$ cat src/rtl/snake_pkg.sv
// Shared definitions for the snake game control path: direction encodings,
// the reversal helper and the default key debounce interval.
package snake_pkg;

    typedef logic [3:0] dir_t;

    localparam dir_t DIR_UP    = 4'b1000;
    localparam dir_t DIR_DOWN  = 4'b0100;
    localparam dir_t DIR_LEFT  = 4'b0010;
    localparam dir_t DIR_RIGHT = 4'b0001;

    // 10 ms at 50 MHz
    localparam int DEBOUNCE_CYCLES_DEFAULT = 500_000;

    function automatic dir_t opposite_dir(input dir_t d);
        case (d)
            DIR_UP:    return DIR_DOWN;
            DIR_DOWN:  return DIR_UP;
            DIR_LEFT:  return DIR_RIGHT;
            DIR_RIGHT: return DIR_LEFT;
            default:   return 4'b0000;
        endcase
    endfunction

endpackage

$ cat src/rtl/key_debounce.sv
// One push button: 2-flop synchronizer, stability counter, debounced level
// and a one-cycle pulse on each accepted press.
module key_debounce
    import snake_pkg::*;
#(
    parameter int DEBOUNCE_CYCLES = DEBOUNCE_CYCLES_DEFAULT
) (
    input  logic clk,
    input  logic rst,
    input  logic key_n,
    output logic level,
    output logic press
);

    localparam int             CW = $clog2(DEBOUNCE_CYCLES + 1);
    localparam logic [CW-1:0]  TC = CW'(DEBOUNCE_CYCLES - 1);

    logic          sync1;
    logic          sync2;
    logic [CW-1:0] cnt;

    always_ff @(posedge clk) begin
        if (rst) begin
            sync1 <= 1'b0;
            sync2 <= 1'b0;
            cnt   <= '0;
            level <= 1'b0;
            press <= 1'b0;
        end else begin
            sync1 <= ~key_n;
            sync2 <= sync1;
            press <= 1'b0;
            if (sync2 == level) begin
                cnt <= '0;
            end else if (cnt == TC) begin
                // level about to rise means this is a press, not a release
                level <= ~level;
                press <= ~level;
                cnt   <= '0;
            end else begin
                cnt <= cnt + CW'(1);
            end
        end
    end

endmodule

$ cat src/rtl/dir_control.sv
// Turns debounced direction key presses into a one-hot snake direction that
// only changes on game ticks and never reverses onto itself.
module dir_control
    import snake_pkg::*;
#(
    parameter int DEBOUNCE_CYCLES = DEBOUNCE_CYCLES_DEFAULT
) (
    input  logic       clk,
    input  logic       rst,
    input  logic [3:0] key_n,
    input  logic       tick,
    output logic [3:0] dir_out,
    output logic       dir_changed,
    output logic [3:0] key_state
);

    logic [3:0] press;
    dir_t       cand;
    dir_t       ref_dir;
    dir_t       pending;
    logic       pending_valid;
    logic       commit;
    logic       accept;

    for (genvar i = 0; i < 4; i++) begin : g_key
        key_debounce #(
            .DEBOUNCE_CYCLES(DEBOUNCE_CYCLES)
        ) u_debounce (
            .clk   (clk),
            .rst   (rst),
            .key_n (key_n[i]),
            .level (key_state[i]),
            .press (press[i])
        );
    end

    always_comb begin
        cand = 4'b0000;
        if      (press[3]) cand = DIR_UP;
        else if (press[2]) cand = DIR_DOWN;
        else if (press[1]) cand = DIR_LEFT;
        else if (press[0]) cand = DIR_RIGHT;

        commit = tick & pending_valid;
        // judge the press against what the snake will be doing after this edge
        ref_dir = commit ? pending : dir_t'(dir_out);
        accept  = (cand != 4'b0000) && (cand != ref_dir) &&
                  (cand != opposite_dir(ref_dir));
    end

    always_ff @(posedge clk) begin
        if (rst) begin
            dir_out       <= DIR_RIGHT;
            dir_changed   <= 1'b0;
            pending       <= DIR_RIGHT;
            pending_valid <= 1'b0;
        end else begin
            dir_changed <= commit;
            if (commit) dir_out <= pending;
            if (accept) begin
                pending       <= cand;
                pending_valid <= 1'b1;
            end else if (commit) begin
                pending_valid <= 1'b0;
            end
        end
    end

endmodule

$ cat config.mk
export PLATFORM = sky130hd
export DESIGN_NAME = dir_control
export DESIGN_NICKNAME = d
export VERILOG_FILES = /design/src/rtl/snake_pkg.sv /design/src/rtl/key_debounce.sv /design/src/rtl/dir_control.sv
export SDC_FILE = /design/constraint.sdc
export NUM_CORES = 1
export LEC_CHECK = 0
export ABC_AREA = 1
export CORE_MARGIN = 1
export CORE_UTILIZATION = 45
export CTS_CLUSTER_DIAMETER = 50
export DETAILED_ROUTE_END_ITERATION = 12
export GPL_TIMING_DRIVEN = 0
export PLACE_DENSITY_LB_ADDON = 0.1
export SYNTH_ARGS = -nofsm -noshare
export SYNTH_HDL_FRONTEND = slang
export SYNTH_HIERARCHICAL = 1
export SYNTH_SLANG_ARGS = --single-unit
$ cat constraint.sdc
create_clock -name clk -period 3.86 [get_ports clk]
set_clock_uncertainty 0.15 [all_clocks]
set_input_delay 0.772 -clock clk [delete_from_list [all_inputs] [get_ports clk]]
set_output_delay 0.772 -clock clk [all_outputs]
set_load 0.005 [all_outputs]
==> metrics.txt <==
DIE AREA between 10000 and 15000 um2; WP data required approximately 4.0 ns; Max Clock Freq a little under 400 MHz; violated checks DRC; via density per instance 4.772; final hold violations 0; buffer cell driving the clock tree root sky130_fd_sc_hd__clkbuf_16; clock tree from TritonCTS done; cell count after placement ~980; Async S/R FF share, synth 0%; Std-Cell Core Area 11520 um2; wire length per cell after detailed routing approximately 11 um; largest area contributor in the netlist sky130_fd_sc_hd__dfxtp_1; starting density of the core 46.52%; GRT Residual Overflow 0; cells taking the most area after synthesis sky130_fd_sc_hd__dfxtp_1, sky130_fd_sc_hd__nand2_1, sky130_fd_sc_hd__nor2_1, sky130_fd_sc_hd__inv_1, sky130_fd_sc_hd__nand3_1; number of sinks handled by clock tree synthesis 102; Top-Level Pins 16; Worst-Skew Late Latency 0.34 ns; Syn Inst Count 821; count of nets after finishing 857; area share of the largest cell type after synthesis between 30% and 40%; number of DRC violations after detailed-routing iteration 0 between 200 and 300; final count of negative-setup-slack endpoints 0; path class of the lowest-slack min-delay path reg2reg; H-tree levels 3; worst relative slew slack 40.10%; clock transition at the registers of the reported paths around 0.060 ns; Reg area a little over 2000 um2; Diodes inserted 0; synthesis-to-layout area growth 11.09%; category of the worst setup path capture point flop; Max IR drop VDD 0.0002093 V; RSZ-0062 raised after global routing no; horizontal die dimension 111.1 um; final instance count without filler cells just under 1k; Vert. Die Dim roughly 110 um; Mapped Nets 832; count of antenna-violating nets left after detailed routing 0; Post-synth top flop sky130_fd_sc_hd__dfxtp_1; gpl congestion 0.8580; number of buffers created by CTS 9; number of global-route vias before repair around 4.4k; number of buffers added on ports 14; standby leakage power 2.238 nW; number of flops mapped to enable cells by yosys 0; count leader, synth sky130_fd_sc_hd__nand2_1; Detailed Route WL 10690 um; syn_area_per_cell between 6 and 7 um2; first-pass iteration count of the detailed router 11; post-detailed-placement half-perimeter wirelength between 8000 and 9000 um; total via count after detailed routing approximately 4.7k; Final Cell Area 5952 um2; synthesized flop and latch total around 100; standard-cell rows 39; Commonest cells post-synth sky130_fd_sc_hd__nand2_1, sky130_fd_sc_hd__nor2_1, sky130_fd_sc_hd__inv_1, sky130_fd_sc_hd__dfxtp_1, sky130_fd_sc_hd__nand3_1; Crit path arrival time 2.64 ns; mapped cell area 5358 um2; number of max-cap violations 0; Total GRT Usage 18.97%; wire length of the first global-routing pass ~19000 um; share of post-route cells with drive strength above 1 7.774%; pin count of the biggest net entering global routing 23; aggregate negative setup slack 0 ns; instance area after placement 5677 um2; maximum fanout encountered on the critical timing path 22; number of hold-repair buffers added at the cts stage 0; count of distinct cell types in the synthesized netlist 23; critical path startpoint category primary input; Tmin final 2.517 ns; status finished with violations; sequential fraction of the synthesis area 38.11%; Setup CP Type in2reg; Worst Max-Slew Pin Slew 0.8957 ns; crit share post-route roughly two thirds; Resized cells post-CTS 0; area of combinational cells with multiple inputs 2824 um2; number of buffers added for setup after CTS 0; Pwr Density 326.9 nW/um2; initial antenna violation count 0; fill count 1160; pins over their slew limit 0; number of buffers on the longest clock path 2; count of unresolved DRC violations after routing 5; YS warnings 6
## metrics by stage
step	power, mW	util, %	worst slack, ns	hold slack (ns)
2_1_floorplan	1.102	-	1.825	0.2383
3_3_place_gp	1.115	49.29	0.9967	0.2434
3_5_place_dp	1.116	49.29	0.9486	0.2431
4_1_cts	1.984	51.68	1.324	0.2523
5_1_grt	2.025	51.68	1.090	0.2699
6_report	1.946	51.68	1.343	0.2540
## sequential cells by signal (all words and copies together) (netlist names)
register	cells
g_key.u_debounce/cnt	76
dir_out	4
g_key.u_debounce/level	4
g_key.u_debounce/press	4
g_key.u_debounce/sync1	4
g_key.u_debounce/sync2	4
pending	4
dir_changed	1
pending_valid	1
## cell type report
cell class	instances	share of cell area, %
Timing Repair Buffer	14	2.354
Buffer	6	1.135
Sequential cell	102	34.31
Tap cell	143	3.006
Clock inverter	1	0.08409
Multi-Input combinational cell	600	47.45
Clock buffer	13	4.541
Inverter	113	7.126
## cell families (layout without fill, tap and decap cells)
logic type | after synthesis | count (layout) | share of synthesized area (%)
buf+inv | 119 | 147 | 9.178
flops | 102 | 102 | 38.11
compound gates | 41 | 41 | 4.858
fa+ha+maj | 4 | 4 | 0.9342
xor+xnor | 30 | 30 | 4.904
simple gates | 525 | 525 | 42.01
## metal layers
| metal | up-vias | GRT usage [%] | wire length, um |
|---|---|---|---|
| li1 | 2563 | - | - |
| met2 | 60 | 32.03 | 4930 |
| met3 | 12 | 4.593 | 357 |
| met4 | 0 | 6.667 | 149 |
| met1 | 2099 | 23.54 | 5248 |
| met5 | - | 0 | 0 |
## power by group
part	switching (mW)	internal, mW	leakage (nW)	total (mW)
combinational	0.0183	0.0133	1.28	0.0317
clock	0.372	0.482	0.138	0.854
sequential	0.00251	1.06	0.823	1.06
## final timing paths
kind | startpoint | endpoint | slack (ns) | cells after the start
hold / removal | g_key[0].u_debounce/sync1 | g_key[0].u_debounce/sync2 | 0.25 | 2
hold reg to reg | g_key[0].u_debounce/sync1 | g_key[0].u_debounce/sync2 | 0.25 | 2
setup / recovery | rst | g_key[3].u_debounce/cnt[13] | 1.34 | 6
setup reg to reg | pending_valid | pending[2] | 2.08 | 14
## critical path, stage by stage
cell	delay [ns]
sky130_fd_sc_hd__clkdlybuf4s50_1	0.87
sky130_fd_sc_hd__a21oi_1	0.29
sky130_fd_sc_hd__o21ai_0	0.18
sky130_fd_sc_hd__o21bai_4	0.25
sky130_fd_sc_hd__buf_6	0.16
sky130_fd_sc_hd__a21oi_1	0.11
## layout by cell type (no fill, tap or decap), drive strengths merged
cell type      instances
a21oi                 29
xnor2                  1
nor2                 209
ha                     4
xor2                  29
o21bai                 4
clkinv                 1
clkdlybuf4s50         14
nor3                   8
o21ai                  8
clkbuf                13
buf                    6
nand3                 63
nand4                 13
inv                  113
or2                    4
nand2                227
nor4                   1
dfxtp                102
Note: power is estimated with default switching activity, not from simulation.
